===== config.mk =====
export PLATFORM = sky130hd
export DESIGN_NAME = align_shifter_pipe_flat
export DESIGN_NICKNAME = d
export VERILOG_FILES = /design/src/rtl/fpall_pkg.sv /design/src/rtl/align_shifter_pipe_if.sv /design/src/rtl/rshift_sticky12.sv /design/src/rtl/align_shifter_pipe.sv /design/src/flat_wrapper.sv
export SDC_FILE = /design/constraint.sdc
export NUM_CORES = 1
export LEC_CHECK = 0
export CAP_MARGIN = 5
export CELL_PAD_IN_SITES_DETAIL_PLACEMENT = 0
export CELL_PAD_IN_SITES_GLOBAL_PLACEMENT = 1
export CORE_MARGIN = 2
export CORE_UTILIZATION = 34
export DETAILED_ROUTE_END_ITERATION = 8
export GPL_TIMING_DRIVEN = 0
export PLACE_DENSITY = 0.78
export RECOVER_POWER = 100
export SYNTH_ARGS = -nofsm -noshare
export SYNTH_HDL_FRONTEND = slang
export SYNTH_SLANG_ARGS = --single-unit

===== constraint.sdc =====
create_clock -name clk -period 3.1 [get_ports clk]
set_input_delay 0.62 -clock clk [delete_from_list [all_inputs] [get_ports clk]]
set_output_delay 0.62 -clock clk [all_outputs]
set_load 0.05 [all_outputs]

===== src/rtl/fpall_pkg.sv =====
// Shared FP datapath package: format enum, lane geometry and alignment shifter helpers.
// Used by the align shifter pipe and its per-lane sub-shifter.
package fpall_pkg;

  typedef enum logic [1:0] {
    FP32     = 2'b00,
    FP16X2   = 2'b01,
    BF16X2   = 2'b10,
    FMT_RSVD = 2'b11
  } fp_fmt_e;

  localparam int FRAC_W      = 28;
  localparam int LANE_W      = 12;
  localparam int HI_LANE_MSB = 27;
  localparam int HI_STK      = 16;
  localparam int LO_LANE_MSB = 11;
  localparam int LO_STK      = 0;
  localparam int SAT32_DEF   = 27;
  localparam int SAT16_DEF   = 11;

  // Clamp a raw shift amount to the lane saturation point.
  function automatic logic [7:0] sat_shamt(logic [7:0] sh, int sat);
    return (sh > 8'(sat)) ? 8'(sat) : sh;
  endfunction

  // Right shift of the full FP32 lane; every bit pushed past bit 0 lands in the sticky bit.
  function automatic logic [27:0] rshift_sticky28(logic [27:0] x, logic [4:0] s);
    logic [27:0] shifted;
    logic [27:0] lost_mask;
    shifted   = x >> s;
    lost_mask = ~(28'hFFF_FFFF << s);
    return {shifted[27:1], shifted[0] | (|(x & lost_mask))};
  endfunction

endpackage


===== src/rtl/align_shifter_pipe_if.sv =====
// Beat-level handshake bundle between exponent compare, the align shifter and the fraction adder.
interface align_shifter_pipe_if;

  logic                    in_valid_i;
  logic                    in_ready_o;
  fpall_pkg::fp_fmt_e      fmt_i;
  logic [27:0]             frac_i;
  logic [7:0]              shamt_h_i;
  logic [7:0]              shamt_l_i;
  logic                    out_valid_o;
  logic                    out_ready_i;
  fpall_pkg::fp_fmt_e      fmt_o;
  logic [27:0]             frac_o;

  modport slave (
    input  in_valid_i, fmt_i, frac_i, shamt_h_i, shamt_l_i, out_ready_i,
    output in_ready_o, out_valid_o, fmt_o, frac_o
  );

  modport master (
    output in_valid_i, fmt_i, frac_i, shamt_h_i, shamt_l_i, out_ready_i,
    input  in_ready_o, out_valid_o, fmt_o, frac_o
  );

endinterface


===== src/rtl/rshift_sticky12.sv =====
// Combinational 12-bit lane right shifter with saturation; shifted-out bits OR into bit 0.
module rshift_sticky12
  import fpall_pkg::*;
#(
  parameter int SAT = SAT16_DEF
) (
  input  logic [7:0]  shamt,
  input  logic [11:0] din,
  output logic [11:0] dout
);

  logic [3:0]  s;
  logic [11:0] shifted;
  logic [11:0] lost_mask;

  always_comb begin
    s         = (shamt > 8'(SAT)) ? 4'(SAT) : shamt[3:0];
    shifted   = din >> s;
    lost_mask = ~(12'hFFF << s);
    dout      = {shifted[11:1], shifted[0] | (|(din & lost_mask))};
  end

endmodule


===== src/rtl/align_shifter_pipe.sv =====
// Two-stage elastic pre-add alignment shifter: coarse shift in stage 1, fine shift in stage 2,
// with sticky carried in each lane's bit 0 so the two partial shifts compose exactly.
module align_shifter_pipe
  import fpall_pkg::*;
#(
  parameter int SAT32 = SAT32_DEF,
  parameter int SAT16 = SAT16_DEF
) (
  input  logic                 clk,
  input  logic                 rst_n,
  input  logic                 flush_i,
  align_shifter_pipe_if.slave  bus
);

  logic        s1_valid, s2_valid;
  logic        s1_en, s2_en, accept;
  fp_fmt_e     s1_fmt, s2_fmt;
  logic [27:0] s1_frac, s2_frac, s1_frac_d, s2_frac_d;
  logic [27:0] fp32_coarse, fp32_fine;
  logic [2:0]  s1_fine_h, s1_fine_l, fine_h_d;
  logic [4:0]  s32;
  logic [3:0]  sh16, sl16;
  logic [11:0] hi_coarse, lo_coarse, hi_fine, lo_fine;

  assign s2_en          = ~s2_valid | bus.out_ready_i;
  assign s1_en          = ~s1_valid | s2_en;
  assign bus.in_ready_o = s1_en & ~flush_i;
  assign accept         = bus.in_valid_i & bus.in_ready_o;

  // Stage 1: saturate, apply the 16/8 (FP32) or 8 (per lane) coarse step, keep the 4/2/1 remainder.
  always_comb begin
    s32         = 5'(sat_shamt(bus.shamt_h_i, SAT32));
    sh16        = 4'(sat_shamt(bus.shamt_h_i, SAT16));
    sl16        = 4'(sat_shamt(bus.shamt_l_i, SAT16));
    fp32_coarse = rshift_sticky28(bus.frac_i, {s32[4:3], 3'b000});
    if (bus.fmt_i == FP32) begin
      s1_frac_d = fp32_coarse;
      fine_h_d  = s32[2:0];
    end else begin
      s1_frac_d = {hi_coarse, 4'b0000, lo_coarse};
      fine_h_d  = sh16[2:0];
    end
  end

  rshift_sticky12 #(.SAT(SAT16)) u_hi_coarse (
    .shamt ({4'b0000, sh16[3], 3'b000}),
    .din   (bus.frac_i[HI_LANE_MSB:HI_STK]),
    .dout  (hi_coarse)
  );

  rshift_sticky12 #(.SAT(SAT16)) u_lo_coarse (
    .shamt ({4'b0000, sl16[3], 3'b000}),
    .din   (bus.frac_i[LO_LANE_MSB:LO_STK]),
    .dout  (lo_coarse)
  );

  // Stage 2: fine shift of whatever stage 1 left; the gap nibble is forced to zero in dual mode.
  always_comb begin
    fp32_fine = rshift_sticky28(s1_frac, {2'b00, s1_fine_h});
    if (s1_fmt == FP32) s2_frac_d = fp32_fine;
    else                s2_frac_d = {hi_fine, 4'b0000, lo_fine};
  end

  rshift_sticky12 #(.SAT(SAT16)) u_hi_fine (
    .shamt ({5'b00000, s1_fine_h}),
    .din   (s1_frac[HI_LANE_MSB:HI_STK]),
    .dout  (hi_fine)
  );

  rshift_sticky12 #(.SAT(SAT16)) u_lo_fine (
    .shamt ({5'b00000, s1_fine_l}),
    .din   (s1_frac[LO_LANE_MSB:LO_STK]),
    .dout  (lo_fine)
  );

  // Valid bits: flush empties both stages; a stage drains when its successor takes the beat.
  always_ff @(posedge clk or negedge rst_n) begin
    if (!rst_n) begin
      s1_valid <= 1'b0;
      s2_valid <= 1'b0;
    end else if (flush_i) begin
      s1_valid <= 1'b0;
      s2_valid <= 1'b0;
    end else begin
      if (s1_en) s1_valid <= accept;
      if (s2_en) s2_valid <= s1_valid;
    end
  end

  always_ff @(posedge clk or negedge rst_n) begin
    if (!rst_n) begin
      s1_fmt    <= FP32;
      s1_frac   <= '0;
      s1_fine_h <= '0;
      s1_fine_l <= '0;
      s2_fmt    <= FP32;
      s2_frac   <= '0;
    end else begin
      if (accept) begin
        s1_fmt    <= bus.fmt_i;
        s1_frac   <= s1_frac_d;
        s1_fine_h <= fine_h_d;
        s1_fine_l <= sl16[2:0];
      end
      if (s2_en && s1_valid) begin
        s2_fmt  <= s1_fmt;
        s2_frac <= s2_frac_d;
      end
    end
  end

  assign bus.out_valid_o = s2_valid;
  assign bus.fmt_o       = s2_fmt;
  assign bus.frac_o      = s2_frac;

endmodule


===== src/flat_wrapper.sv =====
// flat-port wrapper written by rule: the top's interface ports become plain ports
module align_shifter_pipe_flat import fpall_pkg::*;
#(
  parameter int SAT32 = SAT32_DEF,
  parameter int SAT16 = SAT16_DEF
)
  (clk, rst_n, flush_i, bus_in_valid_i, bus_fmt_i, bus_frac_i, bus_shamt_h_i, bus_shamt_l_i, bus_out_ready_i, bus_in_ready_o, bus_out_valid_o, bus_fmt_o, bus_frac_o);
  align_shifter_pipe_if bus_i ();
  input  logic clk;
  input  logic rst_n;
  input  logic flush_i;
  input wire logic [$bits(bus_i.in_valid_i)-1:0] bus_in_valid_i;
  input wire logic [$bits(bus_i.fmt_i)-1:0] bus_fmt_i;
  input wire logic [$bits(bus_i.frac_i)-1:0] bus_frac_i;
  input wire logic [$bits(bus_i.shamt_h_i)-1:0] bus_shamt_h_i;
  input wire logic [$bits(bus_i.shamt_l_i)-1:0] bus_shamt_l_i;
  input wire logic [$bits(bus_i.out_ready_i)-1:0] bus_out_ready_i;
  output wire logic [$bits(bus_i.in_ready_o)-1:0] bus_in_ready_o;
  output wire logic [$bits(bus_i.out_valid_o)-1:0] bus_out_valid_o;
  output wire logic [$bits(bus_i.fmt_o)-1:0] bus_fmt_o;
  output wire logic [$bits(bus_i.frac_o)-1:0] bus_frac_o;
  assign bus_i.in_valid_i = bus_in_valid_i;
  assign bus_i.fmt_i = bus_fmt_i;
  assign bus_i.frac_i = bus_frac_i;
  assign bus_i.shamt_h_i = bus_shamt_h_i;
  assign bus_i.shamt_l_i = bus_shamt_l_i;
  assign bus_i.out_ready_i = bus_out_ready_i;
  assign bus_in_ready_o = bus_i.in_ready_o;
  assign bus_out_valid_o = bus_i.out_valid_o;
  assign bus_fmt_o = bus_i.fmt_o;
  assign bus_frac_o = bus_i.frac_o;
  align_shifter_pipe #(.SAT32(SAT32), .SAT16(SAT16)) u_core (.clk(clk), .rst_n(rst_n), .flush_i(flush_i), .bus(bus_i));
endmodule

==> run summary <==
For the pin with the worst max-slew slack, the measured transition is 1.70 ns. Dividing the detail-routed wire length by the instance count gives 19.7 µm. In this run the critical register-to-register path is captured at u_core.bus.frac_o[1]. The via count normalized by instance count came out at 5.84. TritonCTS built the clock tree. The overall track demand over capacity in global routing came out at 0.202. The share of async-settable or async-resettable flops after synthesis came out at 1.00. The vertical die dimension came out at 125 µm.

In this run the mean area of a mapped cell was 9.74 µm². The tool flagged a number of max-cap violations equal to 1. The number of max-slew violations in the final report came to 69.

The critical path ends at bus_in_ready_o. The worst hold path belongs to the class reg2reg. The initial antenna violation count came to 0. The worst reg-to-reg setup slack is 0.92 ns. The number of cells upsized or downsized after cts is 0. The first global-routing pass estimated 25,100 µm of wire. Entering global routing, the biggest net connects 69 pins. The leakage power came out at 2.72 nW.

The share of the clock period used by the worst path after layout came out at 0.964. The fmax is 335 MHz. The main combinational cell family by area after synthesis is multiplexers. For this design, the CTS-stage hold fixing added 0 buffers. The complex-gate fraction of the synthesized area is 0.201.

The checks that failed: capacitance limit, slew limit. The number of global-route vias before repair is 4,663. Ranked by total cell area, the synthesized netlist is headed by dfrtp_1 (34%), mux4_2 (15%), mux2i_1 (9.4%). The number of top-level pins came out at 83. The post-synthesis sequential element count came out at 68. Summing all placed instances gives a cell area of 6010 µm². The detailed-route via count is 4,629. The number of different library cells used by synthesis comes to 58.

The worst setup path is launched from an input port. The clock latency at the later pin of the worst-skew pair is 0.34 ns. The final design utilization is 0.437. The worst ir drop on vdd came out at 0.287 mV. The gate count of the mapped netlist is 512. The setup-violating endpoint count in the final report is 0. In this run the clock root is driven by a clkbuf_16. The final hold slack is 0.473 ns.

STA classifies the critical path endpoint as a primary output. The H-tree generated during clock tree synthesis spans 3 levels. The number of core rows came out at 44. The total standard cell area after synthesis is 4980 µm². The worst relative slew slack is -0.134.

0 antenna diodes ended up in the layout. The violation count after the first detailed-route iteration came out at 314. The starting density of the core is 0.346.

The run finished, with violations left. The HPWL after detailed placement is 12,200 µm. Summed over all instances, the cell type with the most area after synthesis is dfrtp_1.

The iteration count of the initial detailed-routing pass came out at 5. The share of layout cells above drive strength 1 came out at 0.133. The total routed wirelength is 15,600 µm. The kind of critical path is in2out. In the synthesized netlist the dominant register cell turns out to be dfrtp_1. The overall die width came out at 125 µm.

The maximum fanout encountered on the critical timing path is 10. The total core area is 14,400 µm². At the worst endpoint, the required time is 2.48 ns. Routability-driven placement finished with a final weighted congestion of 0.865. Of the total synthesized cell area, the portion taken by AND, OR, NAND and NOR gates is 0.143. The number of warning messages in the yosys log came out at 0. The remaining design rule violation count came out at 0. The multiplexer fraction of the synthesized cell area came out at 0.253. The number of nets in the layout is 654. The buffers inserted during post-CTS setup optimization is 0. The layout has 1,429 filler cells. Once detail routing completed, the nets flagged for antenna violations numbered 0.

The total power per unit cell area came out at 439 nW/µm². Setup repair after global routing left no endpoint under its margin. TritonCTS created 9 clock buffers. The CTS clock-pin slew for the worst setup and hold paths is 0.06 ns. The launching element of the worst setup path is bus_out_ready_i. The number of sinks handled by clock tree synthesis came out at 68. Of the synthesized area, sequential elements account for 0.341. The synthesized design contains 0 enable-type register cells. The area growth from synthesis to layout is 26.5%. The synthesized-area fraction occupied by adder cells came out at 0.00201. The total die area is 15,600 µm².

The number of cell instances on the worst register-to-register path came out at 6. The data arrival at the endpoint of the critical path is 2.37 ns. Of the post-synthesis cell area, the dominant cell type holds 0.341. The final hold violation count came out at 0. No sink is reached through more buffers than the 2 on the longest clock path. The total of buffers placed on input and output ports came out at 80.

The final critical path time including I/O delays and setup is 2.99 ns. The post-synthesis share of cell area spent on xor and xnor gates came out at 0. The startpoint identified for the worst register-to-register timing path is u_core.s1_fine_l[0].

The post-layout instance area is 6310 µm². Synthesis produced a netlist with a net count of 563. Between clock sinks in the finished design, the worst skew comes to 0.00652 ns. The total overflow reported by the global router is 0.
==> sequential cells by signal, indices dropped and copies added (netlist names) <==
register / count
u_core.bus.out_valid_o: 1
u_core.s1_fine_h: 3
u_core.bus.fmt_o: 2
u_core.bus.frac_o: 28
u_core.s1_valid: 1
u_core.s1_fine_l: 3
u_core.s1_frac: 28
u_core.s1_fmt: 2
==> power by group <==
part / switching [mW] / total [mW] / internal, mW
clock network: 0.398 / 1.04 / 0.644
logic: 0.422 / 0.698 / 0.276
registers: 0.0700 / 1.03 / 0.958
==> cells by family (layout without fill, tap and decap cells) <==
| logic type | after synthesis | after routing |
|---|---|---|
| buffers and inverters | 67 | 163 |
| AO/OA/AOI/OAI | 145 | 145 |
| AND/OR/NAND/NOR | 147 | 147 |
| flip-flops | 68 | 68 |
| adder cells (fa/ha/maj) | 1 | 1 |
| multiplexers | 84 | 84 |
==> through the flow <==
| step | setup WS [ns] | setup TNS (ns) | cells | total power, mW |
|---|---|---|---|---|
| after floorplan | 1.05 | 0 | 512 | 1.47 |
| after global placement | -0.845 | -57.14 | 776 | 1.75 |
| after detailed placement | 0.133 | 0 | 776 | 1.76 |
| after CTS | 0.124 | 0 | 792 | 2.80 |
| after global routing | 0.0549 | 0 | 792 | 2.87 |
| final | 0.111 | 0 | 792 | 2.77 |
==> cell type report <==
| class | count | area (µm²) | area share |
|---|---|---|---|
| multi-input cells | 377 | 2980 | 0.473 |
| clock inverters | 6 | 62.6 | 0.00992 |
| flip-flops and latches | 68 | 1700 | 0.270 |
| repair buffers | 80 | 796 | 0.126 |
| plain buffers | 48 | 223 | 0.0353 |
| inverters | 19 | 71.3 | 0.0113 |
| well taps | 184 | 230 | 0.0365 |
| clock buffers | 10 | 239 | 0.0379 |
==> worst min path at each step <==
stage	from	to	slack, ns	depth (start not counted)
2_1_floorplan	rst_n	u_core.bus.fmt_o[0]	0.32	0
3_3_place_gp	u_core.bus.fmt_o[1]	u_core.bus.fmt_o[1]	0.46	2
3_5_place_dp	u_core.bus.frac_o[27]	u_core.bus.frac_o[27]	0.47	2
4_1_cts	rst_n	u_core.s1_frac[0]	0.43	1
5_1_grt	u_core.bus.frac_o[13]	u_core.bus.frac_o[13]	0.50	2
6_report	u_core.bus.frac_o[12]	u_core.bus.frac_o[12]	0.47	2
==> cell usage after synthesis (3+ instances only) <==
library cell,count
a211o_1,3
a211oi_1,7
a21o_1,6
a21oi_1,16
a221o_1,5
a2bb2oi_1,9
a31oi_1,28
and2_1,13
buf_2,16
buf_6,3
clkbuf_1,26
clkinv_1,3
dfrtp_1,68
inv_1,15
mux2_2,4
mux2i_1,47
mux4_2,33
nand2_1,57
nand2b_1,4
nand3_1,18
nor2_1,26
nor3_1,6
nor4_1,4
o21ai_0,22
o21ai_1,6
o21bai_1,3
o221a_2,3
o22a_1,5
o22ai_1,7
o31ai_1,5
o41ai_1,3
or3_1,3
==> layer usage <==
metal,global-route usage,wire length [µm],up-vias,part of all wire
met5,0,0,-,0
met4,0.0673,295,0,0.019
met3,0.0274,1090,19,0.070
met2,0.326,7320,234,0.47
met1,0.282,6890,2231,0.44
li1,-,-,2145,-
==> cell usage in the layout (no fill, tap or decap), types with 12 or more instances in the layout <==
master,count
mux2i_1,47
nand2_1,57
o21ai_0,24
mux4_2,33
dfrtp_1,68
clkbuf_1,30
a21oi_1,16
dlygate4sd3_1,33
clkdlybuf4s50_1,46
inv_1,15
nand3_1,18
a31oi_1,28
nor2_1,26
buf_2,12
==> critical path, cell delays in order <==
cell and delay [ns]:
clkdlybuf4s50_1 0.47, nand3b_1 0.11, buf_2 0.21, and2_0 0.16, clkdlybuf4s50_1 0.80
No activity file was read; power rests on OpenSTA's default activity.
